File: config.mk
export PLATFORM = sky130hd
export DESIGN_NAME = mem_split_unit
export DESIGN_NICKNAME = d
export VERILOG_FILES = /design/src/rtl/rv32i_types.sv /design/src/rtl/mem_lane_align.sv /design/src/rtl/mem_split_unit.sv
export SDC_FILE = /design/constraint.sdc
export NUM_CORES = 1
export LEC_CHECK = 0
export CORE_UTILIZATION = 53
export CTS_CLUSTER_DIAMETER = 150
export DETAILED_ROUTE_END_ITERATION = 10
export GPL_ROUTABILITY_DRIVEN = 0
export HOLD_SLACK_MARGIN = 0.03
export PLACE_DENSITY = 0.86
export REMOVE_ABC_BUFFERS = 1
export SYNTH_ARGS = -nofsm -noshare
export SYNTH_HDL_FRONTEND = slang
export SYNTH_SLANG_ARGS = --single-unit
File: constraint.sdc
create_clock -name clk -period 2.9 [get_ports clk]
set_input_delay 0.29 -clock clk [delete_from_list [all_inputs] [get_ports clk]]
set_output_delay 0.29 -clock clk [all_outputs]
set_load 0.02 [all_outputs]
File: src/rtl/rv32i_types.sv
// -----------------------------------------------------------------------------
// rv32i_types
// Shared type definitions for the load/store path:
//   memfnt      - memory function: no-op, load, store
//   memszt      - access size: byte, half, word, double
//   ldextt      - load extension: sign or zero
//   msu_state_e - mem_split_unit FSM states
// Helper functions translate an access size into a byte count and into a
// right-aligned byte-lane mask.
// -----------------------------------------------------------------------------
package rv32i_types;

   typedef enum logic [1:0] {
      MEM_NM = 2'd0,
      MEM_LD = 2'd1,
      MEM_ST = 2'd2
   } memfnt;

   typedef enum logic [1:0] {
      SZ_B = 2'd0,
      SZ_H = 2'd1,
      SZ_W = 2'd2,
      SZ_D = 2'd3
   } memszt;

   typedef enum logic {
      EXT_SIGN = 1'b0,
      EXT_ZERO = 1'b1
   } ldextt;

   typedef enum logic [1:0] {
      IDLE = 2'd0,
      ACC0 = 2'd1,
      ACC1 = 2'd2,
      RESP = 2'd3
   } msu_state_e;

   // Number of bytes touched by an access of the given size.
   function automatic logic [3:0] size_bytes(input memszt sz);
      logic [3:0] n;
      case (sz)
         SZ_B:    n = 4'd1;
         SZ_H:    n = 4'd2;
         SZ_W:    n = 4'd4;
         default: n = 4'd8;
      endcase
      return n;
   endfunction

   // (1 << bytes) - 1 for the given size.
   function automatic logic [7:0] size_mask(input memszt sz);
      logic [7:0] m;
      case (sz)
         SZ_B:    m = 8'h01;
         SZ_H:    m = 8'h03;
         SZ_W:    m = 8'h0F;
         default: m = 8'hFF;
      endcase
      return m;
   endfunction

endpackage

File: src/rtl/mem_lane_align.sv
// -----------------------------------------------------------------------------
// mem_lane_align
// Purely combinational byte-lane alignment for mem_split_unit. All outputs are
// computed over a two-word window so that an access straddling a word boundary
// is described by a low half (first access) and a high half (second access).
// Ports:
//   sz_i       - access size
//   ext_i      - load extension (sign / zero)
//   off_i      - byte offset of the access within the first word
//   wdata_i    - right-aligned store data
//   rbuf_i     - {high word, low word} of data returned by memory
//   mask_o     - byte-enable mask over the two-word window
//   wdata_sh_o - store data shifted into its lanes over the two-word window
//   load_o     - right-aligned, truncated and extended load result
// -----------------------------------------------------------------------------
module mem_lane_align
   import rv32i_types::*;
#(
   parameter  int XLEN = 32,
   localparam int NB   = XLEN / 8,
   localparam int OW   = $clog2(NB)
) (
   input  memszt               sz_i,
   input  ldextt               ext_i,
   input  logic [OW-1:0]       off_i,
   input  logic [XLEN-1:0]     wdata_i,
   input  logic [2*XLEN-1:0]   rbuf_i,
   output logic [2*NB-1:0]     mask_o,
   output logic [2*XLEN-1:0]   wdata_sh_o,
   output logic [XLEN-1:0]     load_o
);

   localparam int MW = 2 * NB;
   localparam int DW = 2 * XLEN;

   logic [MW-1:0]   base_mask;
   logic [OW+2:0]   bit_shift;
   logic [XLEN-1:0] shifted;
   logic [6:0]      nbits;
   logic            sign_bit;

   assign base_mask  = MW'(size_mask(sz_i));
   assign bit_shift  = {off_i, 3'b000};
   assign mask_o     = base_mask << off_i;
   assign wdata_sh_o = DW'(wdata_i) << bit_shift;
   // Only the low word of the shifted window can hold loaded bytes.
   assign shifted    = XLEN'(rbuf_i >> bit_shift);
   assign nbits      = {size_bytes(sz_i), 3'b000};

   always_comb begin
      sign_bit = 1'b0;
      case (sz_i)
         SZ_B:    sign_bit = shifted[7];
         SZ_H:    sign_bit = shifted[15];
         SZ_W:    sign_bit = shifted[31];
         default: sign_bit = shifted[XLEN-1];
      endcase
   end

   // Keep the bits covered by the access size, fill the rest with the
   // extension bit.
   always_comb begin
      load_o = '0;
      for (int i = 0; i < XLEN; i++) begin
         if (i < int'(nbits)) begin
            load_o[i] = shifted[i];
         end else begin
            load_o[i] = (ext_i == EXT_SIGN) && sign_bit;
         end
      end
   end

endmodule

File: src/rtl/mem_split_unit.sv
// -----------------------------------------------------------------------------
// mem_split_unit
// Accepts one load/store request at a time, issues one or two word-aligned
// memory accesses and returns an aligned, extended load result (or an
// acknowledgement for stores / no-ops).
// Build option: MEM_SPLIT_EN - when defined, accesses that cross a word
//   boundary are performed as two accesses; otherwise they are rejected with
//   rsp_err=1 and no memory traffic.
// Ports:
//   clk, rst_n                    - clock, synchronous active-low reset
//   req_valid/req_ready           - request handshake
//   req_fn/sz/ext/addr/wdata/tag  - request fields
//   mem_read/write/addr/wdata/mbe - memory request, held until mem_resp
//   mem_rdata, mem_resp           - memory completion
//   rsp_valid/ready/data/tag/err  - response handshake and payload
// -----------------------------------------------------------------------------
module mem_split_unit
   import rv32i_types::*;
#(
   parameter  int XLEN  = 32,
   parameter  int TAG_W = 6,
   localparam int NB    = XLEN / 8,
   localparam int OW    = $clog2(NB)
) (
   input  logic              clk,
   input  logic              rst_n,
   input  logic              req_valid,
   output logic              req_ready,
   input  memfnt             req_fn,
   input  memszt             req_sz,
   input  ldextt             req_ext,
   input  logic [XLEN-1:0]   req_addr,
   input  logic [XLEN-1:0]   req_wdata,
   input  logic [TAG_W-1:0]  req_tag,
   output logic              mem_read,
   output logic              mem_write,
   output logic [XLEN-1:0]   mem_addr,
   output logic [XLEN-1:0]   mem_wdata,
   output logic [NB-1:0]     mem_mbe,
   input  logic [XLEN-1:0]   mem_rdata,
   input  logic              mem_resp,
   output logic              rsp_valid,
   input  logic              rsp_ready,
   output logic [XLEN-1:0]   rsp_data,
   output logic [TAG_W-1:0]  rsp_tag,
   output logic              rsp_err
);

`ifdef MEM_SPLIT_EN
   localparam bit SPLIT_EN = 1'b1;
`else
   localparam bit SPLIT_EN = 1'b0;
`endif

   msu_state_e        state_q, state_d;
   memfnt             fn_q;
   memszt             sz_q;
   ldextt             ext_q;
   logic [XLEN-1:0]   addr_q;
   logic [XLEN-1:0]   wdata_q;
   logic [TAG_W-1:0]  tag_q;
   logic              split_q;
   logic              err_q;
   logic [XLEN-1:0]   buf_lo_q;
   logic [XLEN-1:0]   buf_hi_q;

   // ---------------------------------------------------------------------
   // Request classification at accept time
   // ---------------------------------------------------------------------
   logic [4:0] req_end;
   logic       req_split;
   logic       req_is_mem;
   logic       req_bad;
   logic       req_err;
   logic       accept;

   assign req_end    = 5'(req_addr[OW-1:0]) + 5'(size_bytes(req_sz));
   assign req_split  = req_end > 5'(NB);
   assign req_is_mem = (req_fn == MEM_LD) || (req_fn == MEM_ST);
   assign req_bad    = ((req_sz == SZ_D) && (XLEN == 32)) || (req_split && !SPLIT_EN);
   // No-op requests never report an error, whatever their size/offset.
   assign req_err    = req_is_mem && req_bad;
   assign accept     = (state_q == IDLE) && req_valid;

   // ---------------------------------------------------------------------
   // Lane alignment
   // ---------------------------------------------------------------------
   logic [2*NB-1:0]   lane_mask;
   logic [2*XLEN-1:0] lane_wdata;
   logic [XLEN-1:0]   lane_load;
   logic [XLEN-1:0]   base_addr;

   mem_lane_align #(
      .XLEN (XLEN)
   ) u_align (
      .sz_i       (sz_q),
      .ext_i      (ext_q),
      .off_i      (addr_q[OW-1:0]),
      .wdata_i    (wdata_q),
      .rbuf_i     ({buf_hi_q, buf_lo_q}),
      .mask_o     (lane_mask),
      .wdata_sh_o (lane_wdata),
      .load_o     (lane_load)
   );

   assign base_addr = {addr_q[XLEN-1:OW], {OW{1'b0}}};

   // ---------------------------------------------------------------------
   // FSM
   // ---------------------------------------------------------------------
   always_ff @(posedge clk) begin
      if (!rst_n) begin
         state_q <= IDLE;
      end else begin
         state_q <= state_d;
      end
   end

   always_comb begin
      state_d   = state_q;
      req_ready = 1'b0;
      mem_read  = 1'b0;
      mem_write = 1'b0;
      mem_addr  = '0;
      mem_wdata = '0;
      mem_mbe   = '0;
      rsp_valid = 1'b0;
      case (state_q)
         IDLE: begin
            req_ready = 1'b1;
            if (req_valid) begin
               state_d = (req_is_mem && !req_bad) ? ACC0 : RESP;
            end
         end
         ACC0: begin
            mem_read  = (fn_q == MEM_LD);
            mem_write = (fn_q == MEM_ST);
            mem_addr  = base_addr;
            mem_wdata = lane_wdata[XLEN-1:0];
            mem_mbe   = lane_mask[NB-1:0];
            if (mem_resp) begin
               state_d = split_q ? ACC1 : RESP;
            end
         end
         ACC1: begin
            mem_read  = (fn_q == MEM_LD);
            mem_write = (fn_q == MEM_ST);
            // Natural XLEN-bit wrap past the top of the address space.
            mem_addr  = base_addr + XLEN'(NB);
            mem_wdata = lane_wdata[2*XLEN-1:XLEN];
            mem_mbe   = lane_mask[2*NB-1:NB];
            if (mem_resp) begin
               state_d = RESP;
            end
         end
         RESP: begin
            rsp_valid = 1'b1;
            if (rsp_ready) begin
               state_d = IDLE;
            end
         end
         default: state_d = IDLE;
      endcase
   end

   // ---------------------------------------------------------------------
   // Request latch and read buffers
   // ---------------------------------------------------------------------
   always_ff @(posedge clk) begin
      if (!rst_n) begin
         fn_q     <= MEM_NM;
         sz_q     <= SZ_B;
         ext_q    <= EXT_SIGN;
         addr_q   <= '0;
         wdata_q  <= '0;
         tag_q    <= '0;
         split_q  <= 1'b0;
         err_q    <= 1'b0;
         buf_lo_q <= '0;
         buf_hi_q <= '0;
      end else begin
         if (accept) begin
            fn_q    <= req_fn;
            sz_q    <= req_sz;
            ext_q   <= req_ext;
            addr_q  <= req_addr;
            wdata_q <= req_wdata;
            tag_q   <= req_tag;
            split_q <= req_split;
            err_q   <= req_err;
         end
         if ((state_q == ACC0) && mem_resp) begin
            buf_lo_q <= mem_rdata;
         end
         if ((state_q == ACC1) && mem_resp) begin
            buf_hi_q <= mem_rdata;
         end
      end
   end

   // ---------------------------------------------------------------------
   // Response payload
   // ---------------------------------------------------------------------
   assign rsp_tag  = tag_q;
   assign rsp_err  = (state_q == RESP) && err_q;
   // Only successful loads carry data; stores, no-ops and errors return 0.
   assign rsp_data = ((state_q == RESP) && (fn_q == MEM_LD) && !err_q) ? lane_load : '0;

endmodule

### After elaboration in Yosys (flattened, before gate mapping)

Index checks and enable logic that the tools add are counted.

| storage, ports and cells | value |
|---|---|
| register bits after elaboration | 143 |
| input port bits | 112 |
| output and inout port bits | 111 |
| logic and storage cells | 135 |

| cells by class | value |
|---|---|
| $add $sub $neg | 2 |
| magnitude comparators | 33 |
| equality and inequality tests | 16 |
| shifts and indexed selects | 3 |
| mux-type cells | 51 |
| bitwise gates (word level) | 1 |
| reduce and logical (&&, ||, !) cells | 18 |

Operators with widths:

| kind | count |
|---|---|
| 32-bit case mux with 2 select lines | 2 |
| 5-bit by 7-bit < comparator with 1-bit output (first input constant) | 16 |
| 32-bit by 5-bit left shift with 64-bit output | 1 |
| 64-bit by 5-bit >> shifter with 32-bit output | 1 |
| 4-bit by 7-bit < comparator with 1-bit output (first input constant) | 8 |
| 1-bit 2-to-1 mux | 37 |
| 32-bit by 3-bit adder with 32-bit output (second input constant) | 1 |
| 32-bit 2-to-1 mux | 1 |
| 3-bit by 7-bit < comparator with 1-bit output (first input constant) | 4 |
| 4-bit case mux with 3 select lines | 2 |
| 8-bit case mux with 3 select lines | 1 |
| 2-bit equality test (second input constant) | 7 |
| 1-bit by 7-bit < comparator with 1-bit output (first input constant) | 2 |
| 2-bit by 7-bit < comparator with 1-bit output (first input constant) | 2 |
| 2-bit by 1-bit equality test with 1-bit output (second input constant) | 5 |
| 2-bit 2-to-1 mux | 5 |
| 1-bit logical AND | 9 |
| 2-bit != test (second input constant) | 4 |
| 2-bit case mux with 4 select lines | 1 |
| 4-bit case mux with 2 select lines | 1 |
| 8-bit by 2-bit left shift with 8-bit output | 1 |
| 2-bit zero test | 3 |
| 2-bit by 4-bit adder with 5-bit output | 1 |
| 5-bit by 3-bit greater-than comparator with 1-bit output (second input constant) | 1 |
| other kinds (6) | 8 |

### Logic depth before layout (Yosys ltp)

| depth | value |
|---|---|
| depth after elaboration | 10 |
| depth in mapped cells | 9 |
| mapped depth without buffers | 9 |

### Hierarchy

From an unflattened synthesis, not the netlist that was laid out.

| second synthesis, totals | value |
|---|---|
| cell total of the unflattened synthesis | 1196 |
| area total of the unflattened synthesis | 9217.6 um^2 |

By module, submodules not included:

| module | times used | cells each | area each (um^2) | sequential area each (um^2) |
|---|---|---|---|---|
| mem_split_unit | 1 | 957 | 7195.7 | 2862.7 |
| mem_lane_align | 1 | 239 | 2021.9 | 0.0 |

### Least setup slack after synthesis

No wires, ideal clock.

| timing | value |
|---|---|
| kind | flip-flop to output port |
| start point | register addr_q[2] |
| end point | output mem_addr[24] |
| arrival time | 2172 ps |
| required time | 2610 ps |
| setup slack | 438 ps |
| stages on the path, launching flop included | 6 |
| path buffers | 0 |
| path through | dfxtp_1 -> ha_1 -> nand4_2 -> nor4_4 -> nand3_1 -> o41ai_1 |

| on the way | value |
|---|---|
| word-level cells in the longest chain between the ends | 2 |

Ends and longest elaborated chain:

| what | RTL line | source |
|---|---|---|
| start, declared | mem_split_unit.sv:59 | `logic [XLEN-1:0] addr_q;` |
| start signal, assigned | mem_split_unit.sv:186 | `addr_q <= req_addr;` |
| 32-bit by 3-bit adder with 32-bit output | mem_split_unit.sv:149 | `mem_addr = base_addr + XLEN'(NB);` |
| 32-bit case mux with 2 select lines | mem_split_unit.sv:128 | `case (state_q)` |
| end, declared | mem_split_unit.sv:37 | `output logic [XLEN-1:0] mem_addr,` |

Every way passes these cells.

### Worst setup path after layout

| timing | value |
|---|---|
| start point | register state_q[1] |
| end point | output mem_wdata[18] |

| on the way | value |
|---|---|
| word-level cells in the longest chain between the ends | 2 |
| elaborated cells on any way between the ends | 3 |

Ends and longest elaborated chain:

| what | RTL line | source |
|---|---|---|
| start, declared | mem_split_unit.sv:55 | `msu_state_e state_q, state_d;` |
| start signal, assigned | mem_split_unit.sv:115 | `state_q <= state_d;` |
| 2-bit equality test / 2-bit by 1-bit equality test with 1-bit output (equally long branches) | mem_split_unit.sv:128 |  |
| 32-bit case mux with 2 select lines (*) | mem_split_unit.sv:128 |  |
| end, declared | mem_split_unit.sv:38 | `output logic [XLEN-1:0] mem_wdata,` |

Every way passes the cells marked *; elsewhere a longest branch is shown, timed or not.

==> reports/results.ini <==
[status]
outcome = finished, final reports clean

[layout]
drive_above_1_share_pct = 11.6
nets = 1424
area_growth_pct = 38.1
n_fill_cell = 1157
utilization_pct = 75.4

[worst_setup_path]
worst_setup_path_end_kind = output pin
cp.arrival_ns = 2.53
worst-r2r-setup-slack_ns = 0.85
reg2reg_from = state_q[0]$_SDFFE_PN0P_
worstReg2RegEnd = buf_hi_q[6]$_SDFFE_PN0P_
critPathLaunchType = flop
crit_fanout = 7
r2r_cells = 6
critical_path_class = flop to output pin
worstPathRequired_ns = 2.61

[drt]
first_pass_iters = 5
finalWirelength_um = 26800
vias_per_cell = 5.83
post_drt_wl_per_cell_um = 17.5
drt_iter0_markers = 820
drcViolationCount = 0
vias = 8913
antenna_left = 0

[floorplan]
fp.coreArea_sq_mm = 0.0153
die_area_sq_mm = 0.0162
die_h_um = 127
initial_core_util_pct = 54.6
num_rows = 45
die_x_um = 127
ios = 223

[timing]
final-setup-viol-count = 0
clock.fmax_mhz = 354
hold_viol_final = 0
tightest_slew_ns = 0.924
rsz0062_at_grt = yes
postLayoutSetupSlackWorst_ns = 0.0762
maxSlewViolCount = 0
fin_skew_ns = 0.00751
post-route-min-period_ns = 2.82
relSlewSlack_pct = 38.2
period_share_pct = 97.4

[power]
clockPowerShare_pct = 31.4
pwr-share-seq_pct = 32.7
powerDensity_mw_per_mm2 = 666
power.total_mw = 7.67
p_sw_mw = 2.83
swShare_pct = 36.9
p_int_mw = 4.83
pwr-share-comb_pct = 35.9
ir_drop_mv = 0.548
power.leakage_nw = 4.48

[min_path]
hold_path_class = input port to flop
holdPathEnd = wdata_q[11]$_SDFFE_PN0P_
min-delay-start = rst_n
hold_depth = 2

[clock_tree]
numClockSinks = 135
cts_buffers = 17
clockBufferDepth = 2
holdBufCountCts = 0
clock_latency_ns = 0.43
cts_tree = done
path_clk_slew_ns = 0.06
cts-root-buf = clkbuf_16
htreeDepth = 4

[yosys]
seq_area_frac_synth_pct = 32.4
synth_area_leader_cell = dfxtp_1
synth-seq-cells = 135
yosys-top-cells-area = dfxtp_1 32%, nand2_1 14%, mux4_2 7.6%, a21boi_0 6.2%, a21oi_1 6.1%
yosys_warnings = 0
synth_top_area_share_pct = 32.4
synth_edf_count = 0
ys_types = 62
syn-instance-count = 1106
syn_area_sq_mm = 0.00833
dominantRegCellSynth = dfxtp_1
ys_top_cells_by_count = 308 x nand2_1, 135 x dfxtp_1, 102 x a21oi_1
synth.most_common_cell = nand2_1
postSynthAreaPerCell_sq_um = 7.53
synthArstFlopShare_pct = 0

[global_routing]
grt_first_pass_wirelength_um = 41700
grt_max_degree = 57
grtUsageMet1_pct = 40.2
grt.total_usage_pct = 32.5
antenna_found_initial = 1
use_met2_pct = 53.4
top_usage_layer = met2
grt-ovfl-total = 0
grtUsageMet3_pct = 6.49
grt_pass1_vias = 8359

[placed_design]
dp_hpwl_um = 17700
dp_slack_ns = 0.0282
io_buffers = 220

[flow_run]
max-cap-violations = 0

## through the flow
stage | hold WS (ns) | std cells | TNS (ns) | instance area [sq um]
global placement | 0.441 | 1488 | 0 | 10700
detailed placement | 0.447 | 1488 | 0 | 10700
global route | 0.363 | 1529 | -0.00540 | 11500
finish | 0.360 | 1529 | 0 | 11500
CTS | 0.358 | 1522 | 0 | 11400
floorplan | 0.425 | 1015 | -79.40 | 7910
## what timing repair did
action | 4_1_cts | 5_1_grt
gates cloned | 1 | 1
buffers inserted | 1 | 5
setup endpoints to repair | 62 | 46
pin swaps | 1 | 3
gates resized for setup | 70 | 50
## registers in the layout (all words and copies together) (netlist names)
name / flops
sz_q: 2
addr_q: 32
fn_q: 2
state_q: 2
rsp_tag: 6
buf_lo_q: 32
wdata_q: 32
split_q: 1
ext_q: 1
err_q: 1
buf_hi_q: 24
## layout make-up
| type | instances | area [sq um] | share of cell area (%) |
|---|---|---|---|
| inverters | 35 | 136 | 1.19 |
| multi-input cells | 845 | 5160 | 44.8 |
| well taps | 211 | 264 | 2.29 |
| clock inverters | 8 | 168 | 1.46 |
| flip-flops and latches | 135 | 2710 | 23.6 |
| diodes | 1 | 2.50 | 0.0218 |
| clock buffers | 24 | 482 | 4.19 |
| repair buffers | 270 | 2580 | 22.5 |
## power groups by stage
stage	Combinational [mW]	Sequential [mW]	Clock, mW
6_report	2.76	2.51	2.40
5_1_grt	2.98	2.55	2.52
4_1_cts	2.71	2.49	2.42
3_5_place_dp	2.64	2.52	0
3_3_place_gp	2.59	2.50	0
2_1_floorplan	1.50	2.56	0
## layout by cell type, fill, tap and decap left out, drive strengths merged, types with 4 or more instances in the layout
| cell | synthesis | final |
|---|---|---|
| or3 | 4 | 4 |
| dfxtp | 135 | 135 |
| nor4 | 6 | 6 |
| o31ai | 5 | 5 |
| bufinv | 0 | 5 |
| mux2i | 33 | 33 |
| clkdlybuf4s50 | 0 | 151 |
| a21boi | 78 | 78 |
| o21ai | 46 | 46 |
| mux4 | 28 | 28 |
| ha | 7 | 7 |
| a211oi | 10 | 10 |
| mux2 | 10 | 10 |
| a21oi | 102 | 102 |
| a22oi | 8 | 8 |
| inv | 35 | 35 |
| buf | 31 | 49 |
| nor2 | 84 | 84 |
| nor2b | 10 | 10 |
| nor3 | 6 | 6 |
| and2 | 4 | 4 |
| dlymetal6s2s | 0 | 16 |
| clkbuf | 61 | 34 |
| dlygate4sd2 | 0 | 34 |
| nand2 | 308 | 308 |
| nand2b | 4 | 4 |
| clkdlybuf4s15 | 0 | 9 |
| o22a | 8 | 8 |
| nand3 | 23 | 23 |
| xor2 | 4 | 4 |
| a31oi | 9 | 9 |
| nand4 | 14 | 14 |
## worst max-delay path, stage by stage (launching register included)
cell	delay [ns]
dfxtp_1	0.33
inv_1	0.10
ha_1	0.28
inv_1	0.18
nor2_1	0.19
a32o_1	0.15
a21oi_1	0.07
nor2_1	0.17
clkdlybuf4s50_1	0.63
## logic make-up (layout without fill, tap and decap cells)
kind of cell	count (synthesis)	count (layout)	synth area share, %
AO/OA/AOI/OAI	287	287	21.7
XOR/XNOR	4	4	0.420
adder cells (fa/ha/maj)	8	8	1.29
buffers and inverters	127	337	6.65
flip-flops	135	135	32.4
multiplexers	71	71	12.9
other	1	3	0.0450
AND/OR/NAND/NOR	473	473	24.6
## per-layer routing
layer / vias to the layer above / part of all wire, %
met4: 0 / 3.9
li1: 4211 / -
met3: 86 / 7.8
met2: 465 / 48
met5: - / 0
met1: 4151 / 40
## how the worst max path moves through the flow
stage	from	to	cells after the start
2_1_floorplan	addr_q[0]$_SDFFE_PN0P_	rsp_data[16]	5
3_3_place_gp	state_q[0]$_SDFFE_PN0P_	rsp_data[24]	6
3_5_place_dp	state_q[0]$_SDFFE_PN0P_	rsp_data[29]	6
4_1_cts	addr_q[9]$_SDFFE_PN0P_	mem_addr[19]	6
5_1_grt	state_q[0]$_SDFFE_PN0P_	mem_wdata[18]	7
6_report	state_q[1]$_SDFFE_PN0P_	mem_wdata[18]	8
No activity file was read; power rests on OpenSTA's default activity.
